--- src/rtl/mon_pkg.sv ---
// Shared types and default sizing for the consecutive-event alarm monitor.
// Optional feature macro: MON_STICKY_ALARM_EN (reported channels lock until disarm/cfg_load/rst).
package mon_pkg;

    localparam int MON_NCH_DEF     = 4;
    localparam int MON_CW_DEF      = 6;
    localparam int MON_HOLDOFF_DEF = 8;

    // Width of the per-channel holdoff timer; HOLDOFF is limited to 1..255.
    localparam int MON_HOLD_W      = 8;

    typedef enum logic {
        G_IDLE,
        G_RUN
    } g_state_e;

    typedef enum logic [1:0] {
        CH_ARMED,
        CH_PENDING,
        CH_HOLD,
        CH_LOCKED
    } ch_state_e;

endpackage

--- src/rtl/mon_chan.sv ---
// One monitored channel: consecutive-event counter, alarm state and holdoff timer.
// Optional feature macro: MON_STICKY_ALARM_EN (after its report the channel locks
// with a frozen count instead of entering holdoff; exposes a locked flag).
module mon_chan
    import mon_pkg::*;
#(
    parameter int CW      = MON_CW_DEF,
    parameter int HOLDOFF = MON_HOLDOFF_DEF
) (
    input  logic          clk,
    input  logic          rst,
    input  logic          clear,
    input  logic          enable,
    input  logic          evnt,
    input  logic [CW-1:0] thresh,
    input  logic          grant_ack,
    output logic          pending,
    output logic [CW-1:0] cnt
`ifdef MON_STICKY_ALARM_EN
    ,
    output logic          locked
`endif
);

    localparam logic [CW-1:0]         CNT_MAX  = {CW{1'b1}};
    localparam logic [MON_HOLD_W-1:0] HOLD_LD  = MON_HOLD_W'(HOLDOFF - 1);

    ch_state_e             r_state;
    logic [CW-1:0]         r_cnt;
    logic [MON_HOLD_W-1:0] r_hold;
    logic                  w_over;

    // Threshold crossing is judged on the registered count so the alarm is visible one edge after the crossing update.
    assign w_over = (r_cnt > thresh);

    // Counter, channel state and holdoff timer; a global clear or an idle monitor returns the channel to ARMED with count 0.
    always_ff @(posedge clk) begin
        if (rst || clear || !enable) begin
            r_state <= CH_ARMED;
            r_cnt   <= '0;
            r_hold  <= '0;
        end else begin
            case (r_state)
                CH_ARMED: begin
                    if (w_over) begin
                        r_state <= CH_PENDING;
                    end else if (evnt) begin
                        // Saturating increment: with thresh at all-ones the channel can never alarm.
                        if (r_cnt != CNT_MAX) begin
                            r_cnt <= r_cnt + CW'(1);
                        end
                    end else begin
                        r_cnt <= '0;
                    end
                end
                CH_PENDING: begin
                    // Count stays latched while waiting for the report port.
                    if (grant_ack) begin
`ifdef MON_STICKY_ALARM_EN
                        r_state <= CH_LOCKED;
`else
                        r_state <= CH_HOLD;
                        r_cnt   <= '0;
                        r_hold  <= HOLD_LD;
`endif
                    end
                end
                CH_HOLD: begin
                    r_cnt <= '0;
                    if (r_hold == '0) begin
                        r_state <= CH_ARMED;
                    end else begin
                        r_hold <= r_hold - MON_HOLD_W'(1);
                    end
                end
                CH_LOCKED: begin
                    // Frozen until the whole monitor is cleared.
                end
                default: begin
                    r_state <= CH_ARMED;
                end
            endcase
        end
    end

    assign pending = enable &&
                     ((r_state == CH_PENDING) || ((r_state == CH_ARMED) && w_over));
    assign cnt     = r_cnt;

`ifdef MON_STICKY_ALARM_EN
    assign locked  = (r_state == CH_LOCKED);
`endif

endmodule

--- src/rtl/mon_alarm_sched.sv ---
// Multi-channel consecutive-event monitor with a global arm/disarm FSM, a shared
// threshold register and a round-robin scheduler feeding one valid/ready report port.
// Optional feature macro: MON_STICKY_ALARM_EN (adds sticky_mask of locked channels).
module mon_alarm_sched
    import mon_pkg::*;
#(
    parameter int NCH     = MON_NCH_DEF,
    parameter int CW      = MON_CW_DEF,
    parameter int HOLDOFF = MON_HOLDOFF_DEF
) (
    input  logic                     clk,
    input  logic                     rst,
    input  logic [NCH-1:0]           evnt,
    input  logic                     arm,
    input  logic                     disarm,
    input  logic                     cfg_load,
    input  logic [CW-1:0]            cfg_thresh,
    output logic                     rpt_valid,
    input  logic                     rpt_ready,
    output logic [$clog2(NCH)-1:0]   rpt_ch,
    output logic [CW-1:0]            rpt_count,
    output logic                     alarm_any,
    output logic                     running
`ifdef MON_STICKY_ALARM_EN
    ,
    output logic [NCH-1:0]           sticky_mask
`endif
);

    localparam int CHW = $clog2(NCH);

    g_state_e               r_gstate;
    g_state_e               w_gstate_next;
    logic [CW-1:0]          r_thresh;

    logic                   r_rpt_valid;
    logic [CHW-1:0]         r_rpt_ch;
    logic [CW-1:0]          r_rpt_count;
    logic [CHW-1:0]         r_rr_ptr;

    logic                   w_enable;
    logic                   w_abort;
    logic                   w_hs;
    logic [NCH-1:0]         w_pending;
    logic [NCH-1:0]         w_grant_ack;
    logic [NCH-1:0][CW-1:0] w_cnt;
    logic                   w_gnt_found;
    logic [CHW-1:0]         w_gnt_idx;

    // Global state register.
    always_ff @(posedge clk) begin
        if (rst) begin
            r_gstate <= G_IDLE;
        end else begin
            r_gstate <= w_gstate_next;
        end
    end

    // Global next-state: disarm dominates arm in either state.
    always_comb begin
        w_gstate_next = r_gstate;
        case (r_gstate)
            G_IDLE:  if (arm && !disarm) w_gstate_next = G_RUN;
            G_RUN:   if (disarm)         w_gstate_next = G_IDLE;
            default: w_gstate_next = G_IDLE;
        endcase
    end

    // Global FSM outputs.
    always_comb begin
        running  = (r_gstate == G_RUN);
        w_enable = (r_gstate == G_RUN);
    end

    // Reconfiguration or leaving RUN wipes every channel and drops any report in flight.
    assign w_abort = cfg_load || ((r_gstate == G_RUN) && disarm);
    assign w_hs    = r_rpt_valid && rpt_ready;

    // Shared threshold register; loadable in any global state.
    always_ff @(posedge clk) begin
        if (rst) begin
            r_thresh <= '0;
        end else if (cfg_load) begin
            r_thresh <= cfg_thresh;
        end
    end

    genvar gi;
    generate
        for (gi = 0; gi < NCH; gi++) begin : g_chan
            assign w_grant_ack[gi] = w_hs && (r_rpt_ch == CHW'(gi));

            mon_chan #(
                .CW      (CW),
                .HOLDOFF (HOLDOFF)
            ) u_chan (
                .clk       (clk),
                .rst       (rst),
                .clear     (w_abort),
                .enable    (w_enable),
                .evnt      (evnt[gi]),
                .thresh    (r_thresh),
                .grant_ack (w_grant_ack[gi]),
                .pending   (w_pending[gi]),
                .cnt       (w_cnt[gi])
`ifdef MON_STICKY_ALARM_EN
                ,
                .locked    (sticky_mask[gi])
`endif
            );
        end
    endgenerate

    // Round-robin pick: scan from the farthest offset down so the nearest pending channel at/after the pointer wins.
    always_comb begin
        logic [CHW:0] v_idx;
        w_gnt_found = 1'b0;
        w_gnt_idx   = '0;
        v_idx       = '0;
        for (int k = NCH - 1; k >= 0; k--) begin
            v_idx = {1'b0, r_rr_ptr} + (CHW+1)'(k);
            if (v_idx >= (CHW+1)'(NCH)) begin
                v_idx = v_idx - (CHW+1)'(NCH);
            end
            if (w_pending[v_idx[CHW-1:0]]) begin
                w_gnt_found = 1'b1;
                w_gnt_idx   = v_idx[CHW-1:0];
            end
        end
    end

    // Report register: hold a grant stable until accepted, then advance the pointer past the served channel.
    always_ff @(posedge clk) begin
        if (rst) begin
            r_rpt_valid <= 1'b0;
            r_rpt_ch    <= '0;
            r_rpt_count <= '0;
            r_rr_ptr    <= '0;
        end else if (w_abort) begin
            r_rpt_valid <= 1'b0;
        end else if (r_rpt_valid) begin
            if (rpt_ready) begin
                r_rpt_valid <= 1'b0;
                r_rr_ptr    <= (r_rpt_ch == CHW'(NCH - 1)) ? '0 : r_rpt_ch + CHW'(1);
            end
        end else if (w_gnt_found) begin
            r_rpt_valid <= 1'b1;
            r_rpt_ch    <= w_gnt_idx;
            r_rpt_count <= w_cnt[w_gnt_idx];
        end
    end

    assign rpt_valid = r_rpt_valid;
    assign rpt_ch    = r_rpt_ch;
    assign rpt_count = r_rpt_count;
    assign alarm_any = |w_pending;

endmodule

--- config.mk ---
export PLATFORM = sky130hd
export DESIGN_NAME = mon_alarm_sched
export DESIGN_NICKNAME = d
export VERILOG_FILES = /design/src/rtl/mon_pkg.sv /design/src/rtl/mon_chan.sv /design/src/rtl/mon_alarm_sched.sv
export SDC_FILE = /design/constraint.sdc
export NUM_CORES = 1
export LEC_CHECK = 0
export BUFFER_PORTS_ARGS = -buffer_cell sky130_fd_sc_hd__buf_2
export CAP_MARGIN = 20
export CORE_MARGIN = 2
export CORE_UTILIZATION = 65
export CTS_CLUSTER_SIZE = 30
export DETAILED_ROUTE_END_ITERATION = 7
export PLACE_DENSITY = 0.91
export SETUP_SLACK_MARGIN = 0.02
export SLEW_MARGIN = 10
export SYNTH_ARGS = -nofsm -noshare
export SYNTH_HDL_FRONTEND = slang
export SYNTH_SLANG_ARGS = --single-unit
--- constraint.sdc ---
create_clock -name clk -period 4.72 [get_ports clk]
set_clock_uncertainty 0.15 [all_clocks]
set_input_delay 0.708 -clock clk [delete_from_list [all_inputs] [get_ports clk]]
set_output_delay 0.708 -clock clk [all_outputs]
set_load 0.05 [all_outputs]
== After elaboration in Yosys (flattened, before gate mapping) ==
Index checks and enable logic that the tools add are counted.
Widths: inputs -> output; s select.

* Register bits: 82
* Word-level logic and storage cells: 223
* Output and inout port bits: 11
* Input port bits: 16

* Multiplexer cells: 77
* Eq/ne operators: 39
* $add $sub $neg: 16
* Reductions and logical operators: 57
* Bitwise logic cells: 3
* $lt $le $gt $ge: 13

{| class="wikitable"
|+ Operator list
! operator !! count
|-
| $mux 6 || 17
|-
| $pmux 6 s3 || 4
|-
| $mux 8 || 8
|-
| $pmux 8 s2 || 4
|-
| $mux 2 || 21
|-
| $logic_not 8->1 || 4
|-
| $reduce_and 4->1 || 8
|-
| $sub 8x1->8 const B || 4
|-
| $add 6x1->6 const B || 4
|-
| $gt 6x6->1 || 4
|-
| $ne 2x1->1 const B || 12
|-
| $ne 6x6->1 const B || 4
|-
| $pmux 2 s3 || 4
|-
| $reduce_and 3->1 || 6
|-
| $ne 2x2->1 const B || 8
|-
| $logic_and 1x1->1 || 15
|-
| $lt 2x3->1 const B || 5
|-
| $mux 1 || 13
|-
| $bmux 6 s2 || 1
|-
| $eq 2x2->1 const B || 6
|-
| $ne 3x2->1 const B || 4
|-
| $reduce_bool 3->1 || 4
|-
| $eq 2x1->1 const B || 5
|-
| $logic_not 2->1 || 5
|-
| 14 further kinds || 35
|}

== Depth between registers and ports, before layout ==
Gate-level depths: netlist (run 1).

* Depth in word-level cells: 12
* Gate-level depth with buffers: 11
* Gate-level depth less buffers: 10

== Modules after synthesis ==
From an unflattened synthesis (run 1), not the netlist that was laid out.

* Cells, all modules: 645
* Area, all modules: 5362.6 um^2

{| class="wikitable"
|+ By module, submodules not included
! module !! sequential area each (um^2) !! times used !! area an instance (um^2) !! cells an instance
|-
| mon_chan || 320.3 || 4 || 1093.5 || 136
|-
| mon_alarm_sched || 360.3 || 1 || 988.4 || 101
|}

== Least setup slack after synthesis (run 1) ==
No wires, ideal clock.

* Path type: reg-to-reg
* Start point: register r_thresh[4]
* End point: register r_rpt_count[1] (netlist: rpt_count[1])
* Data required time: 4.448 ns
* Library setup time: 0.122 ns
* Path slack: 1.469 ns
* Cell stages (with the launch flop): 11
* Data arrival time: 2.979 ns
* Buffers on the path: 0
* Cells stage by stage: dfxtp_1 inv_1 ha_1 nand4_1 o21bai_1 a31oi_1 nor2_1 a31oi_1 and2_1 nor2_4 a221o_1

* Cells in the longest elaborated chain, start to end: 12
* Elaborated cells on any way between the ends: 35

{| class="wikitable"
|+ Ends and longest elaborated chain
! what !! line !! text
|-
| start: declaration || mon_alarm_sched.sv:34 || <nowiki>logic [CW-1:0] r_thresh;</nowiki>
|-
| start signal: assignment || mon_alarm_sched.sv:84 || <nowiki>r_thresh <= cfg_thresh;</nowiki>
|-
| $gt 6x6->1 || mon_chan.sv:34 || <nowiki>assign w_over = (r_cnt > thresh);</nowiki>
|-
| $logic_and 1x1->1 || mon_chan.sv:87 || <nowiki>((r_state == CH_PENDING) || ((r_state == CH_ARMED) && w_over));</nowiki>
|-
| $logic_or 1x1->1 || mon_chan.sv:87 ||
|-
| $logic_and 1x1->1 || mon_chan.sv:86 || <nowiki>assign pending = enable &&</nowiki>
|-
| $bmux 1 s2 || mon_alarm_sched.sv:125 || <nowiki>if (w_pending[v_idx[CHW-1:0]]) begin</nowiki>
|-
| $mux 1 (not written as such) || mon_alarm_sched.sv:125 ||
|-
| $mux 2 (4 in series) || mon_alarm_sched.sv:125 ||
|-
| $bmux 6 s2 || mon_alarm_sched.sv:149 || <nowiki>r_rpt_count <= w_cnt[w_gnt_idx];</nowiki>
|-
| $mux 6 (not written as such) || mon_alarm_sched.sv:149 ||
|-
| end signal: assignment || mon_alarm_sched.sv:149 ||
|-
| end: declaration || mon_alarm_sched.sv:38 || <nowiki>logic [CW-1:0] r_rpt_count;</nowiki>
|}

Parallel ways exist; a longest one is shown, timed or not. The select of a mux whose other input is x is not followed.
A chain may end at the register's enable or synchronous reset.

== Worst setup path after layout (run 1) ==
* Start point: register r_thresh[3]
* End point: output alarm_any

* Cells in the longest elaborated chain, start to end: 5
* Elaborated cells on any way between the ends: 17

{| class="wikitable"
|+ Ends and longest elaborated chain
! what !! line !! text
|-
| $gt 6x6->1 || mon_chan.sv:34 ||
|-
| $logic_and 1x1->1 || mon_chan.sv:87 ||
|-
| $logic_or 1x1->1 || mon_chan.sv:87 ||
|-
| $logic_and 1x1->1 || mon_chan.sv:86 ||
|-
| $reduce_or 4->1 (*) || mon_alarm_sched.sv:156 || <nowiki>assign alarm_any = |w_pending;</nowiki>
|-
| end: declaration || mon_alarm_sched.sv:22 || <nowiki>output logic alarm_any,</nowiki>
|}

Every way passes the cells marked *; elsewhere a longest branch is shown, timed or not.

==> results by group, run 1 <==
Status
  – Status: complete, no violations

Logic synthesis
  – Synth Flop Type: dfxtp_1
  – Seq/Total Area, Yosys: 0.335
  – Mapped Area: 4910 µm²
  – Seq cells post-synth: 82
  – Netlist cell types: 49
  – Warning count from the yosys run: 0
  – Syn_nets: 643
  – Gate count after technology mapping: 571
  – Ys async rst share: 0
  – Mean Syn Cell Area: 8.59 µm²
  – Number of synthesized flops with an enable pin: 0

Floorplan
  – Die Ht: 90.9 µm
  – Num ports: 27
  – Die width: 90.9 µm
  – Die area: 8260 µm²
  – FP Rows: 31
  – Starting Density: 0.673
  – Total core area: 7290 µm²

Pwr
  – Worst VDD drop: 220 µV
  – Comb pwr share: 0.119
  – Seq pwr share: 0.484
  – P_sw: 0.000375 W
  – Switching share of power: 0.259
  – P_leak: 2.15 nW
  – Internal power: 0.00108 W
  – Power Dens Cells: 270 nW/µm²
  – Clk pwr share: 0.397

Global routing
  – GR Layer Usage met2: 0.532
  – GR Util met3: 0.0593
  – Largest net degree at the start of global routing: 18
  – Met1 Usage GRT: 0.351
  – Initial antenna violation count: 0
  – All-Layer GR Usage: 0.294
  – First-pass GRT wire length: 19.7 mm
  – Vias in the first global route: 4302
  – Gr busiest metal: met2
  – Overflow after GRT: 0

Cells and area
  – Layout Nets: 674
  – Area delta synth->final: 9.41%
  – Final instance area: 5370 µm²
  – Inserted Diodes: 0
  – Share of layout cells above drive strength 1: 0.0923

Detailed routing
  – Post-DRT Antenna Nets: 0
  – Wire per inst: 16.5 µm
  – Post-Route WL: 11.6 mm
  – Starting DRT DRC Count: 313
  – DR DRC count: 0
  – Detailed-router iteration count before antenna repair: 5
  – DR vias: 4310
  – Via/cell ratio: 6.10

CTS
  – CTS Buffer Depth: 2
  – Latest clock arrival within the worst-skew pair: 0.35 ns
  – Buffer type at the clock tree root: clkbuf_8
  – PostCTS Resize Cnt: 0
  – Post-CTS Hold Buffers: 0
  – Cts bufs inserted: 9
  – CTS tree: yes
  – # Post-CTS Setup Buffers: 0
  – CTS Sinks: 82
  – Clk pin slew, worst setup/hold paths: 0.09 ns
  – H-tree levels: 3

Critical path
  – Worst setup EP type: output port
  – Worst-path maximum fanout: 5
  – Critical path data arrival time: 2.83 ns
  – Reg-to-Reg Start: r_thresh[5]
  – Critical path launch point type: flip-flop
  – CP startpoint: r_thresh[3]
  – CP Class: flip-flop to output port
  – Crit path required time: 3.86 ns

Placement
  – Placed Area: 5140 µm²
  – Post-DP HPWL: 8.88 mm
  – PortBufs: 26
  – GP Congestion: 0.881

Hold path
  – Hold crit path type: flip-flop to flip-flop
  – Hold Startpoint: g_chan[0].u_chan.r_hold[7]

STA
  – Crit path time final: 3.69 ns
  – Slew Viols, Final: 0
  – Max-slew headroom: 0.379
  – Final setup viols: 0
  – Tightest Pin Transition: 0.925 ns
  – Crit share post-route: 0.781
  – RSZ-0062 raised after global routing: no
  – Fmax achieved: 271 MHz
  – Setup TNS: 0 ns
  – Final number of hold-violating endpoints: 0
  – Worst hold margin: 0.339 ns

Job
  – Maxcap violations: 0
critical path, stage by stage (launching register included):
cell,delay [ns]
dfxtp_1,0.34
inv_1,0.10
ha_1,0.33
a211o_1,0.27
o211ai_1,0.12
a31oi_2,0.19
a2111oi_1,0.53
a31oi_1,0.30
buf_2,0.30
cell usage in the layout, fill, tap and decap left out, types with 6 or more instances in the layout:
| cell type | n |
|---|---|
| o21ai_0 | 24 |
| nor3_1 | 12 |
| clkbuf_8 | 10 |
| nand3_1 | 14 |
| nand4_1 | 15 |
| or3_1 | 6 |
| nand2_1 | 45 |
| mux2i_1 | 16 |
| dfxtp_1 | 82 |
| xnor2_1 | 12 |
| ha_1 | 56 |
| inv_1 | 45 |
| buf_2 | 26 |
| nor2_1 | 82 |
| a21oi_1 | 35 |
| a311oi_1 | 6 |
| xor2_1 | 24 |
| o21bai_1 | 6 |
| a221o_1 | 6 |
cell type report:
type	count	area, µm²
Tap cell	99	124
Inverter	45	169
Sequential cell	82	1640
Multi-Input combinational cell	437	3070
Timing Repair Buffer	27	138
Clock buffer	10	138
Fill cell	568	1920
Clock inverter	6	88.8
kinds of logic (layout without fill, tap and decap cells):
kind of cell | Yosys count | count (layout) | share of synthesized area
XOR/XNOR | 36 | 36 | 0.0643
AO/OA/AOI/OAI | 119 | 119 | 0.174
buffers and inverters | 52 | 88 | 0.0398
flip-flops | 82 | 82 | 0.335
adder cells (fa/ha/maj) | 56 | 56 | 0.143
AND/OR/NAND/NOR | 205 | 205 | 0.200
multiplexers | 21 | 21 | 0.0441
layer usage:
metal  part of all wire  up-vias  wire, µm
met2               0.49      133      5740
li1                   -     2091         -
met4              0.019        0       217
met3              0.057       26       660
met1               0.43     2060      5030
met5                  0        -         0
power by group through the flow:
stage	combinational, W	clock, W	sequential [W]
2_1_floorplan	0.000129	0	0.000718
3_3_place_gp	0.000161	0	0.000717
3_5_place_dp	0.000168	0	0.000718
4_1_cts	0.000170	0.000582	0.000701
5_1_grt	0.000189	0.000608	0.000702
6_report	0.000173	0.000577	0.000702
through the flow:
stage	utilization	cells	setup slack, ns	total power, W
2_1_floorplan	-	571	1.47	0.000848
3_3_place_gp	0.705	690	1.52	0.000879
3_5_place_dp	0.705	690	1.47	0.000886
4_1_cts	0.736	706	1.06	0.00145
5_1_grt	0.736	706	0.836	0.00150
6_report	0.736	706	1.03	0.00145
registers in the layout (all words and copies together), names as in the netlist:
| register | count |
|---|---|
| g_chan.u_chan.r_hold | 32 |
| r_thresh | 6 |
| g_chan.u_chan.r_state | 8 |
| running | 1 |
| g_chan.u_chan.cnt | 24 |
| r_rr_ptr | 2 |
| rpt_valid | 1 |
| rpt_ch | 2 |
| rpt_count | 6 |
Yosys cell counts, types with 7 or more instances:
cell type  instances  area, µm²
nand2_1           45        169
nand4_1           15       93.8
nor2_1            82        308
mux2i_1           16        160
clkbuf_1           7       26.3
dfxtp_1           82       1640
nor3_1            12       60.1
o21ai_0           24        120
a21oi_1           35        175
nand3_1           14       70.1
xnor2_1           12        105
inv_1             45        169
ha_1              56        701
xor2_1            24        210
final timing paths:
kind | to | slack, ns | cells after the start
max | alarm_any | 1.03 | 8
min reg2reg | g_chan[0].u_chan.r_hold[7] | 0.34 | 2
min | g_chan[0].u_chan.r_hold[7] | 0.34 | 2
max reg2reg | rpt_count[2] | 1.52 | 10
Power figures use the tool's default switching activity.
==> inputs of run 2 (changes only) <==
CORE_UTILIZATION = 62   (was 65)
PLACE_DENSITY = 0.88   (was 0.91)
clock period = 3.5 ns   (was 4.72 ns; I/O delays follow)
==> run 2 against run 1 <==
  * Setup slack got worse by 0.88 ns
  * Cell count rose by 0.85%
  * First-iteration DRC count fell by 8.6%
  * Die area rose by 4.6%
  * Critical path type unchanged
==> results by group, run 2 (synthesized netlist as in run 1, its figures left out) <==
STA
  – Max-slew headroom: 0.601 (+0.222)
  – Final setup viols: 0 (unchanged)
  – Crit path time final: 3.35 ns
  – Crit share post-route: 0.956
  – Fmax achieved: 299 MHz
  – Final number of hold-violating endpoints: 0 (unchanged)
  – Setup TNS: 0 ns (unchanged)
  – Tightest Pin Transition: 0.592 ns (-0.333 ns)
  – Slew Viols, Final: 0 (unchanged)

Detailed routing
  – Post-DRT Antenna Nets: 0 (unchanged)
  – Starting DRT DRC Count: 286 (-8.6%)
  – Via/cell ratio: 5.96 (-2.3%)
  – Wire per inst: 15.9 µm (-3.6%)
  – Post-Route WL: 11.3 mm (-2.7%)
  – DR vias: 4246 (-1.5%)
  – DR DRC count: 0 (unchanged)
  – Detailed-router iteration count before antenna repair: 5 (unchanged)

Floorplan
  – Starting Density: 0.638 (-0.0346)
  – Total core area: 7690 µm² (+5.4%)
  – Num ports: 27 (unchanged)
  – Die area: 8640 µm² (+4.6%)
  – Die Ht: 93.0 µm (+2.3%)
  – Die width: 93.0 µm (+2.3%)
  – FP Rows: 32 (+3.2%)

Cells and area
  – Most frequent cells in the layout: 82 x nor2_1, 82 x dfxtp_1, 56 x ha_1
  – Multi-input gate area: 3110 µm² (+1.2%)
  – Final instance area: 5440 µm² (+1.3%)
  – Final Util: 0.708 (-0.0288)
  – Layout Nets: 677 (+0.45%)
  – Max FFs per register: 32 (unchanged)
  – Inserted Diodes: 0 (unchanged)
  – Area delta synth->final: 10.8%
  – Share of layout cells above drive strength 1: 0.0984 (+0.00610)
  – Fill cells: 616 (+8.5%)
  – Most flops, register: g_chan.u_chan.r_hold
  – FF+latch area: 1640 µm² (unchanged)

CTS
  – CTS tree: yes
  – Latest clock arrival within the worst-skew pair: 0.36 ns (about the same)
  – PostCTS Resize Cnt: 0 (unchanged)
  – H-tree levels: 3 (unchanged)
  – Buffer type at the clock tree root: clkbuf_8
  – Post-CTS Hold Buffers: 0 (unchanged)
  – CTS Buffer Depth: 2 (unchanged)
  – # Post-CTS Setup Buffers: 0 (unchanged)
  – CTS Sinks: 82 (unchanged)
  – Clk pin slew, worst setup/hold paths: 0.08 ns (about the same)
  – Cts bufs inserted: 9 (unchanged)

Critical path
  – Worst-path maximum fanout: 5 (unchanged)
  – Worst setup EP type: output port
  – Crit path required time: 2.82 ns (-1.04 ns)
  – CP Class: flip-flop to output port
  – Critical path data arrival time: 2.67 ns (-0.16 ns)
  – Critical path launch point type: flip-flop

Hold path
  – Hold crit path type: primary input to flip-flop

Pwr
  – Worst VDD drop: 236 µV (+7.4%)
  – Power Dens Cells: 370 nW/µm² (+37%)
  – P_leak: 2.18 nW (+1.1%)
  – Total power: 0.00201 W (+39%)

Global routing
  – Overflow after GRT: 0 (unchanged)
  – All-Layer GR Usage: 0.271 (-0.0229)
  – Vias in the first global route: 4021 (-6.5%)
  – Initial antenna violation count: 0 (unchanged)
  – First-pass GRT wire length: 18.6 mm (-5.7%)
  – Largest net degree at the start of global routing: 17 (-1)

Placement
  – Post-DP HPWL: 8.57 mm (-3.4%)
  – PortBufs: 26 (unchanged)
  – Placed Area: 5170 µm² (+0.51%)
  – GP Congestion: 1.03 (+17%)

Status
  – Status: complete, no violations

Job
  – Maxcap violations: 0 (unchanged)
==> run 2: per-stage QoR <==
step | std cells | hold slack (ns) | worst slack [ns]
after CTS | 712 | 0.209 | 0.0424
after detailed placement | 696 | 0.324 | 0.448
after floorplan | 571 | 0.303 | 0.249
final | 712 | 0.224 | 0.154
after global placement | 696 | 0.316 | 0.502
after global routing | 712 | 0.217 | -0.00161
==> run 2: report_power, final <==
| group | internal, W | total [W] | switching (W) |
|---|---|---|---|
| registers | 0.000938 | 0.000947 | 0.00000803 |
| clock network | 0.000473 | 0.000816 | 0.000343 |
| logic | 0.0000976 | 0.000248 | 0.000150 |
| total | 0.00151 | 0.00201 | 0.000501 |
==> run 2: path summary, 6_finish.rpt <==
check	from	endpoint	slack (ns)	cells past startpoint
setup / recovery	r_thresh[3]	alarm_any	0.15	8
hold reg to reg	g_chan[0].u_chan.r_hold[7]	g_chan[0].u_chan.r_hold[7]	0.34	2
hold / removal	disarm	running	0.22	2
setup reg to reg	r_thresh[3]	rpt_count[5]	0.34	10
==> run 2: area by class of cell <==
cell class | instances | area share
Clock inverter | 5 | 0.0189
Sequential cell | 82 | 0.302
Inverter | 45 | 0.0311
Tap cell | 102 | 0.0235
Timing Repair Buffer | 30 | 0.0294
Multi-Input combinational cell | 437 | 0.571
Clock buffer | 11 | 0.0242
==> run 2: critical path, stage by stage (launching register included) <==
cell and delay [ns]:
dfxtp_1 0.33, inv_1 0.10, ha_1 0.34, a211o_1 0.26, o211ai_1 0.16, a31oi_2 0.22, a2111oi_4 0.48, a31oi_4 0.18
buf_2 0.25
==> run 2: layer usage <==
layer / track usage / share of wire
met1: 0.340 / 0.44
met2: 0.460 / 0.47
met3: 0.0610 / 0.063
met4: 0.0907 / 0.027
met5: 0 / 0
==> inputs of run 3 (changes only) <==
BUFFER_PORTS_ARGS = unset   (was -buffer_cell sky130_fd_sc_hd__buf_2)
CORE_UTILIZATION = 64   (was 62)
DONT_BUFFER_PORTS = 1   (was unset)
PLACE_DENSITY = 0.87   (was 0.88)
SETUP_SLACK_MARGIN = 0.15   (was 0.02)
==> run 3 against run 2 <==
  * Utilization rose by 1.6 points
  * Sequential power barely moved
  * Global-route usage rose by 0.94 points
  * Critical path depth did not move
  * Non-clock buffer count fell by 24
  * Fmax rose by 4.0%
  * Die area fell by 3.0%
  * Critical path type unchanged
  * Critical endpoint unchanged
==> results by group, run 3 (synthesized netlist as in run 1, its figures left out) <==
Detailed routing
  – DR DRC count: 0 (unchanged)
  – Starting DRT DRC Count: 194 (-32%)
  – DR vias: 4231 (-0.35%)
  – Wire per inst: 16.7 µm (+5.0%)
  – Post-DRT Antenna Nets: 0 (unchanged)
  – Via/cell ratio: 6.18 (+3.6%)
  – Detailed-router iteration count before antenna repair: 5 (unchanged)
  – Post-Route WL: 11.4 mm (+1.0%)

CTS
  – CTS Sinks: 82 (unchanged)
  – Post-CTS Hold Buffers: 0 (unchanged)
  – PostCTS Resize Cnt: 0 (unchanged)
  – H-tree levels: 3 (unchanged)
  – # Post-CTS Setup Buffers: 0 (unchanged)
  – CTS tree: yes
  – Clk pin slew, worst setup/hold paths: 0.09 ns (about the same)
  – Buffer type at the clock tree root: clkbuf_8
  – Cts bufs inserted: 9 (unchanged)
  – Latest clock arrival within the worst-skew pair: 0.36 ns (about the same)
  – CTS Buffer Depth: 2 (unchanged)

Floorplan
  – Die width: 91.6 µm (-1.5%)
  – Die area: 8380 µm² (-3.0%)
  – FP Rows: 31 (-3.1%)
  – Num ports: 27 (unchanged)
  – Die Ht: 91.6 µm (-1.5%)
  – Total core area: 7330 µm² (-4.6%)
  – Starting Density: 0.669 (+0.0311)

Cells and area
  – Final cell count without fillers: 685 (-3.8%)
  – Most flops, register: g_chan.u_chan.r_hold
  – Inserted Diodes: 0 (unchanged)
  – Multi-input gate area: 3090 µm² (-0.60%)
  – Most frequent cells in the layout: 82 x nor2_1, 82 x dfxtp_1, 56 x ha_1
  – Final instance area: 5300 µm² (-2.5%)
  – Share of layout cells above drive strength 1: 0.0580 (-0.0403)
  – Max FFs per register: 32 (unchanged)
  – FF+latch area: 1640 µm² (unchanged)
  – Layout Nets: 653 (-3.5%)
  – Area delta synth->final: 8.03%
  – Fill cells: 534 (-13%)

Placement
  – PortBufs: 0 (-100%)
  – Post-DP HPWL: 8.68 mm (+1.2%)
  – GP Congestion: 0.982 (-4.5%)
  – Placed Area: 5050 µm² (-2.3%)
  – Dpl cells: 669 (-3.9%)

Global routing
  – First-pass GRT wire length: 19.1 mm (+2.3%)
  – Largest net degree at the start of global routing: 18 (+1)
  – Overflow after GRT: 0 (unchanged)
  – All-Layer GR Usage: 0.281 (+0.00940)
  – Vias in the first global route: 4137 (+2.9%)
  – Initial antenna violation count: 0 (unchanged)

STA
  – Crit path time final: 3.22 ns (-0.130 ns)
  – Tightest Pin Transition: 0.696 ns (+0.104 ns)
  – Final setup viols: 0 (unchanged)
  – Slew Viols, Final: 0 (unchanged)
  – Final number of hold-violating endpoints: 0 (unchanged)
  – Setup TNS: 0 ns (unchanged)
  – RSZ-0062 raised after global routing: no
  – Crit share post-route: 0.919 (-0.0372)
  – Fmax achieved: 311 MHz (+4.0%)
  – Max-slew headroom: 0.536 (-0.0653)

Critical path
  – Crit path required time: 2.82 ns (about the same)
  – FF-to-FF setup slack: 0.29 ns (-0.05 ns)
  – Worst-path maximum fanout: 5 (unchanged)
  – Critical path launch point type: flip-flop
  – CP Class: flip-flop to output port
  – Worst setup EP type: output port
  – Critical path data arrival time: 2.54 ns (-0.13 ns)

Hold path
  – Hold crit path type: primary input to flip-flop

Status
  – Status: complete, no violations

Job
  – Maxcap violations: 0 (unchanged)

Pwr
  – Power Dens Cells: 375 nW/µm² (+1.4%)
  – P_leak: 2.07 nW (-5.0%)
  – Worst VDD drop: 200 µV (-15%)
  – Total power: 0.00199 W (-1.2%)
[run 3: final cells by class]
type	instances	area share
multi-input combinational	437	0.582
sequential	82	0.310
inverter	45	0.0319
clock buffer	11	0.0248
tap	99	0.0234
clock inverter	5	0.0194
timing repair buffer	6	0.00850
[run 3: routing by layer]
layer,GRT usage,vias up,share of wire
met5,0,-,0
met4,0.126,0,0.027
met3,0.0689,32,0.074
met2,0.454,160,0.46
met1,0.353,1993,0.44
li1,-,2046,-
[run 3: stage by stage]
step	worst slack, ns	util	hold WS, ns
after global placement	0.482	0.689	0.315
after CTS	0.200	0.721	0.0715
final	0.284	0.723	0.0778
after global routing	0.0998	0.723	0.0728
after floorplan	0.249	-	0.303
after detailed placement	0.385	0.689	0.332
[run 3: worst paths after layout]
| check | start | to | cells past startpoint |
|---|---|---|---|
| setup / recovery | r_thresh[3] | alarm_any | 8 |
| hold / removal | rst | r_thresh[5] | 1 |
| setup reg to reg | r_thresh[5] | rpt_count[2] | 10 |
| hold reg to reg | g_chan[2].u_chan.r_hold[7] | g_chan[2].u_chan.r_hold[7] | 2 |
[run 3: worst max-delay path, stage by stage, from the launching register on]
cell and delay, ns:
dfxtp_1 0.34, inv_1 0.11, ha_1 0.33, a211oi_1 0.25, nor2_1 0.07, o32a_1 0.33, a21oi_1 0.36, a31oi_1 0.15
buf_4 0.23
[run 3: where the power goes]
| part | switching [W] | total, W | internal, W |
|---|---|---|---|
| Clock | 0.000341 | 0.000814 | 0.000474 |
| Combinational | 0.000136 | 0.000228 | 0.0000913 |
| Sequential | 0.00000693 | 0.000945 | 0.000938 |
| Total | 0.000484 | 0.00199 | 0.00150 |
